<file path="src/rtl/shift_result_stage_if.sv">
// Handshake bundle between the barrel shifter, this result stage and the
// downstream consumer (register file writeback / flag register).
//
// Upstream side : in_valid, in_ready, in_y, in_negative, in_zero, in_cout,
//                 in_overflow
// Downstream side: out_valid, out_ready, out_y, out_flags {N,Z,C,V}
//
// master : the environment around the stage (drives in_*, out_ready)
// slave  : the result stage itself
interface shift_result_stage_if #(
  parameter int WIDTH = 16
);
  logic             in_valid;
  logic             in_ready;
  logic [WIDTH-1:0] in_y;
  logic             in_negative;
  logic             in_zero;
  logic             in_cout;
  logic             in_overflow;
  logic             out_valid;
  logic             out_ready;
  logic [WIDTH-1:0] out_y;
  logic [3:0]       out_flags;

  modport master (
    output in_valid, in_y, in_negative, in_zero, in_cout, in_overflow,
    output out_ready,
    input  in_ready, out_valid, out_y, out_flags
  );

  modport slave (
    input  in_valid, in_y, in_negative, in_zero, in_cout, in_overflow,
    input  out_ready,
    output in_ready, out_valid, out_y, out_flags
  );
endinterface

</file>
<file path="src/rtl/shift_result_stage.sv">
// Registered output stage behind the combinational barrel shifter.
// Captures {y, N, Z, C, V} under a valid/ready handshake into a 2-entry
// skid buffer so the consumer never sees the shifter's combinational path.
// Also keeps a sticky overflow flag and a count of delivered results.
//
// Ports:
//   clk        rising-edge clock
//   rst_n      asynchronous active-low reset
//   sif        handshake bundle (slave side): in_* from shifter, out_* to
//              consumer; out_flags = {N,Z,C,V}
//   sticky_clr synchronous clear of sticky_v (a same-edge set wins)
//   sticky_v   set once any accepted result carried V=1
//   out_count  number of delivered results since reset, wrapping
module shift_result_stage #(
  parameter int WIDTH     = 16,
  parameter int CNT_WIDTH = 16
) (
  input  logic                 clk,
  input  logic                 rst_n,
  shift_result_stage_if.slave  sif,
  input  logic                 sticky_clr,
  output logic                 sticky_v,
  output logic [CNT_WIDTH-1:0] out_count
);

  // Each entry is {y, N, Z, C, V}; flags sit in the low four bits.
  localparam int EW = WIDTH + 4;

  typedef enum logic [1:0] {
    EMPTY = 2'd0,
    ONE   = 2'd1,
    FULL  = 2'd2
  } state_t;

  state_t          state_q;
  state_t          next_state;
  logic [EW-1:0]   main_q;
  logic [EW-1:0]   skid_q;
  logic [EW-1:0]   in_entry;
  logic            accept;
  logic            deliver;
  logic            load_main_in;
  logic            load_skid;
  logic            move_skid;

  assign in_entry = {sif.in_y, sif.in_negative, sif.in_zero,
                     sif.in_cout, sif.in_overflow};

  // in_ready is a pure decode of the state register, so out_ready never
  // reaches the upstream side combinationally.
  assign sif.in_ready  = (state_q != FULL);
  assign sif.out_valid = (state_q != EMPTY);
  assign sif.out_y     = main_q[EW-1:4];
  assign sif.out_flags = main_q[3:0];

  assign accept  = sif.in_valid  & sif.in_ready;
  assign deliver = sif.out_valid & sif.out_ready;

  // Next-state and datapath steering. The skid entry is only ever filled
  // when main is occupied and not draining, and is only emptied into main.
  always_comb begin
    next_state   = state_q;
    load_main_in = 1'b0;
    load_skid    = 1'b0;
    move_skid    = 1'b0;
    case (state_q)
      EMPTY: begin
        if (accept) begin
          load_main_in = 1'b1;
          next_state   = ONE;
        end
      end
      ONE: begin
        if (accept && deliver) begin
          load_main_in = 1'b1;
        end else if (accept) begin
          load_skid  = 1'b1;
          next_state = FULL;
        end else if (deliver) begin
          next_state = EMPTY;
        end
      end
      FULL: begin
        if (deliver) begin
          move_skid  = 1'b1;
          next_state = ONE;
        end
      end
      default: next_state = EMPTY;
    endcase
  end

  // State and storage registers; reset discards any buffered results.
  always_ff @(posedge clk or negedge rst_n) begin
    if (!rst_n) begin
      state_q <= EMPTY;
      main_q  <= '0;
      skid_q  <= '0;
    end else begin
      state_q <= next_state;
      if (load_main_in) main_q <= in_entry;
      else if (move_skid) main_q <= skid_q;
      if (load_skid) skid_q <= in_entry;
    end
  end

  // Sticky overflow: a new V=1 accept beats a simultaneous clear.
  always_ff @(posedge clk or negedge rst_n) begin
    if (!rst_n) begin
      sticky_v <= 1'b0;
    end else if (accept && sif.in_overflow) begin
      sticky_v <= 1'b1;
    end else if (sticky_clr) begin
      sticky_v <= 1'b0;
    end
  end

  // Delivered-result counter, free-running modulo 2^CNT_WIDTH.
  always_ff @(posedge clk or negedge rst_n) begin
    if (!rst_n) begin
      out_count <= '0;
    end else if (deliver) begin
      out_count <= out_count + 1'b1;
    end
  end

endmodule
</file>
<file path="src/flat_wrapper.sv">
// flat-port wrapper written by rule: the top's interface ports become plain ports
module shift_result_stage_flat 
#(
  parameter int WIDTH     = 16,
  parameter int CNT_WIDTH = 16
)
  (clk, rst_n, sticky_clr, sticky_v, out_count, sif_in_valid, sif_in_y, sif_in_negative, sif_in_zero, sif_in_cout, sif_in_overflow, sif_out_ready, sif_in_ready, sif_out_valid, sif_out_y, sif_out_flags);
  shift_result_stage_if #(.WIDTH(WIDTH)) sif_i ();
  input  logic clk;
  input  logic rst_n;
  input  logic sticky_clr;
  output logic sticky_v;
  output logic [CNT_WIDTH-1:0] out_count;
  input wire logic [$bits(sif_i.in_valid)-1:0] sif_in_valid;
  input wire logic [$bits(sif_i.in_y)-1:0] sif_in_y;
  input wire logic [$bits(sif_i.in_negative)-1:0] sif_in_negative;
  input wire logic [$bits(sif_i.in_zero)-1:0] sif_in_zero;
  input wire logic [$bits(sif_i.in_cout)-1:0] sif_in_cout;
  input wire logic [$bits(sif_i.in_overflow)-1:0] sif_in_overflow;
  input wire logic [$bits(sif_i.out_ready)-1:0] sif_out_ready;
  output wire logic [$bits(sif_i.in_ready)-1:0] sif_in_ready;
  output wire logic [$bits(sif_i.out_valid)-1:0] sif_out_valid;
  output wire logic [$bits(sif_i.out_y)-1:0] sif_out_y;
  output wire logic [$bits(sif_i.out_flags)-1:0] sif_out_flags;
  assign sif_i.in_valid = sif_in_valid;
  assign sif_i.in_y = sif_in_y;
  assign sif_i.in_negative = sif_in_negative;
  assign sif_i.in_zero = sif_in_zero;
  assign sif_i.in_cout = sif_in_cout;
  assign sif_i.in_overflow = sif_in_overflow;
  assign sif_i.out_ready = sif_out_ready;
  assign sif_in_ready = sif_i.in_ready;
  assign sif_out_valid = sif_i.out_valid;
  assign sif_out_y = sif_i.out_y;
  assign sif_out_flags = sif_i.out_flags;
  shift_result_stage #(.WIDTH(WIDTH), .CNT_WIDTH(CNT_WIDTH)) u_core (.clk(clk), .rst_n(rst_n), .sif(sif_i), .sticky_clr(sticky_clr), .sticky_v(sticky_v), .out_count(out_count));
endmodule
</file>
<file path="config.mk">
export PLATFORM = sky130hd
export DESIGN_NAME = shift_result_stage_flat
export DESIGN_NICKNAME = d
export VERILOG_FILES = /design/src/rtl/shift_result_stage_if.sv /design/src/rtl/shift_result_stage.sv /design/src/flat_wrapper.sv
export SDC_FILE = /design/constraint.sdc
export NUM_CORES = 1
export LEC_CHECK = 0
export BUFFER_PORTS_ARGS = -buffer_cell sky130_fd_sc_hd__buf_2
export CAP_MARGIN = 5
export CORE_AREA = 2 2 61 105
export DETAILED_ROUTE_END_ITERATION = 16
export DIE_AREA = 0 0 63 107
export GPL_TIMING_DRIVEN = 0
export PLACE_DENSITY = 0.67
export SETUP_SLACK_MARGIN = 0.3
export SYNTH_ARGS = -nofsm -noshare
export SYNTH_HDL_FRONTEND = slang
export SYNTH_SLANG_ARGS = --single-unit
</file>
<file path="constraint.sdc">
create_clock -name clk -period 1.9 [get_ports clk]
set_input_delay 0.57 -clock clk [delete_from_list [all_inputs] [get_ports clk]]
set_output_delay 0.57 -clock clk [all_outputs]
set_load 0.02 [all_outputs]
</file>
==> results.md <==
- Outcome: completed
- Post-synth EDFFs: 0
- Initial antenna violation count: 0
- Crit path launch type: flop
- Number of max-cap violations: 0
- Nets: 307
- Inserted Diodes: 0
- R2r setup slk: roughly 160 ps
- Die W: 63 microns
- Final worst-path cycle share: 0.913
- Crit-path cells: and2b_2 > nand2_8 > buf_12 > buf_12 > mux2_4 > mux2_4
- Sequential area share after synthesis: 0.574
- Flops & latches, synth: between 50 and 60
- Core Region: 5880 sq um
- Ys Warns: 0
- Max stage delay on crit path: ~440 ps
- Pre-CTS WS: -209 ps
- Root Buffer: clkbuf_8
- Mean area per synthesized cell: about 14 sq um
- Synth unique cells: 29
- Yosys top cell area share: 0.574
- Crit path time final: around 1700 ps
- Cts bufs inserted: 9
- Critical path's slowest cell: dfrtp_2
- Vias in the first global route: about 1900
- Top Ports: 64
- Antenna-violating nets left: 0
- Critical path arrival: 1950 ps
- Layout cell share with drive strength beyond 1: 0.626
- Clock buffer depth: 2
- Worst-Margin Slew: 730 ps
- DP Cell Count: around 330
- Pin count of the biggest net entering global routing: 60
- Worst-Skew Late Latency: approximately 340 ps
- Most frequent cell after synthesis: dfrtp_1
- CP endpoint kind: flop
- WHS: 295 ps
- Required time of the critical path: around 2100 ps
- Starting DRC count in detailed routing: between 70 and 80
- Worst Slack Setup Final: about 160 ps
- Layout area overhead: 49.3%
- Slew Limit Fails: 0
- Gr ovfl total: 0
- Fmax: roughly 0.58 GHz
- Worst Reg-to-Reg Cells: 6
- Setup violators final: 0
- RSZ-0062 raised after global routing: yes
- Hold Crit Class: in -> async
- Initial core utilization: 0.437
- Reg-to-reg endpoint: u_core.main_q[3]
- Reg2reg start: u_core.state_q[1]
- Clock H-tree levels: 3
- P per Cell Area: 1370 nW/um^2
- Height of the die: about 110 microns
- Critical path class: reg -> reg
- Lkg Pwr: about 1.9 nW
- Final std cells w/o fill: 364
- Worst setup startpoint: u_core.state_q[1]
- Routed len/inst: around 16 microns
- 1st-pass router iterations: 4
- Detailed-route DRC error count: 0
- FP Rows: 37
- Top cell family by delay on the critical path: multiplexers
- Post-Syn Nets: 211
- First-pass GRT wire length: roughly 9 mm
- Ranking of synthesized cells by area: dfrtp_1 57%, mux2_2 21%, mux2_1 4.4%
- Final hold violation count: 0
- Most area-hungry cell type in the Yosys netlist: dfrtp_1
- Critical path depth: 6
- CTS tree: built
- CTS clk-pin slew, worst paths: roughly 70 ps
- Port bufs: 63
- Syn Std Cell Area: ~2600 sq um
- RePlAce Congestion: between 0.7 and 0.8
- Asr flop ratio synth: 1.00
- Hold buffers post-CTS: 0
- Clk sink count: a little under 60
- Syn Inst Count: 185
- Routed vias/inst: approximately 5
- Critical path endpoint: u_core.main_q[3]
- Synth top cells by count: 59 x dfrtp_1, 49 x mux2_2, 11 x xnor2_1
- Routed WL: 5.92 mm
- Die area: ~6700 sq um
- Slew margin rel.: 0.513
- Setup TNS: 0 ps
- Buf/Inv on CP: 2
- Clock Skews: slightly below 10 ps
- Total GRT Usage: 0.180
- Post-DP HPWL: 3.31 mm
- Critical Path Fanout Max: 5
- Worst VDD drop: about 0.00089 V
- Top FF cell, synth: dfrtp_1
- Tot Pwr: 5.27 mW
- Vias: roughly 1800
[cell usage in the layout (no fill, tap or decap), drive strengths merged, types with 3 or more instances in the layout]
cell and instances:
xnor2 11, a21oi 3, mux2 59, nor2 6, xor2 4, buf 89
inv 3, nand4 3, clkinv 3, nand2 7, dfrtp 59, clkbuf 13
nand3 8
[routing by layer]
layer / part of all wire / vias to the layer above / global-route usage
li1: - / 844 / -
met1: 0.40 / 920 / 0.214
met2: 0.55 / 39 / 0.309
met3: 0.032 / 8 / 0.0420
met4: 0.017 / 0 / 0.0762
met5: 0 / - / 0
[flip-flops by register name, summed over array words and instances (netlist names)]
register / count
u_core.main_q: 20
u_core.skid_q: 20
u_core.out_count: 16
u_core.state_q: 2
u_core.sticky_v: 1
[how the worst min path moves through the flow]
| stage | depth (start not counted) | endpoint | slack (ps) | start |
|---|---|---|---|---|
| finish | 1 | u_core.out_count[10] | 290 | rst_n |
| global route | 1 | u_core.out_count[10] | 360 | rst_n |
| CTS | 2 | u_core.sticky_v | 430 | sticky_clr |
| global placement | 1 | u_core.out_count[15] | 460 | u_core.out_count[15] |
| floorplan | 0 | u_core.main_q[0] | 270 | rst_n |
| detailed placement | 1 | u_core.out_count[15] | 460 | u_core.out_count[15] |
[kinds of logic (layout without fill, tap and decap cells)]
group	Yosys count	after routing	share of synthesized area
buffers and inverters	8	109	0.0165
AO/OA/AOI/OAI	9	9	0.0214
flip-flops	59	59	0.574
adder cells (fa/ha/maj)	1	1	0.00487
AND/OR/NAND/NOR	34	34	0.0735
multiplexers	59	59	0.258
XOR/XNOR	15	15	0.0511
[where the power goes]
part,switching [mW],internal (mW),leakage (nW),total (mW)
clock network,0.489,0.675,0.106,1.16
logic,0.887,1.20,1.09,2.09
registers,0.304,1.71,0.723,2.01
total,1.68,3.59,1.92,5.27
[layout make-up]
class	count	area, sq um
repair buffers	85	642
inverters	3	11.3
plain buffers	5	80.1
multi-input cells	118	1330
clock buffers	12	155
clock inverters	4	48.8
fillers	459	2040
well taps	78	97.6
flip-flops and latches	59	1480
[metrics by stage]
stage          instance area, sq um  utilization
2_1_floorplan                  2690            -
3_3_place_gp                   3100        0.527
3_5_place_dp                   3100        0.527
4_1_cts                        3680        0.627
5_1_grt                        3840        0.653
6_report                       3840        0.653
[what timing repair did]
action                                  CTS  global route
endpoints found under the setup margin   40            50
gates resized for setup                  43            27
setup buffers                            13             3
pin swaps                                 4             3
cloned                                    5             1
(Power assumes the default switching activity.)
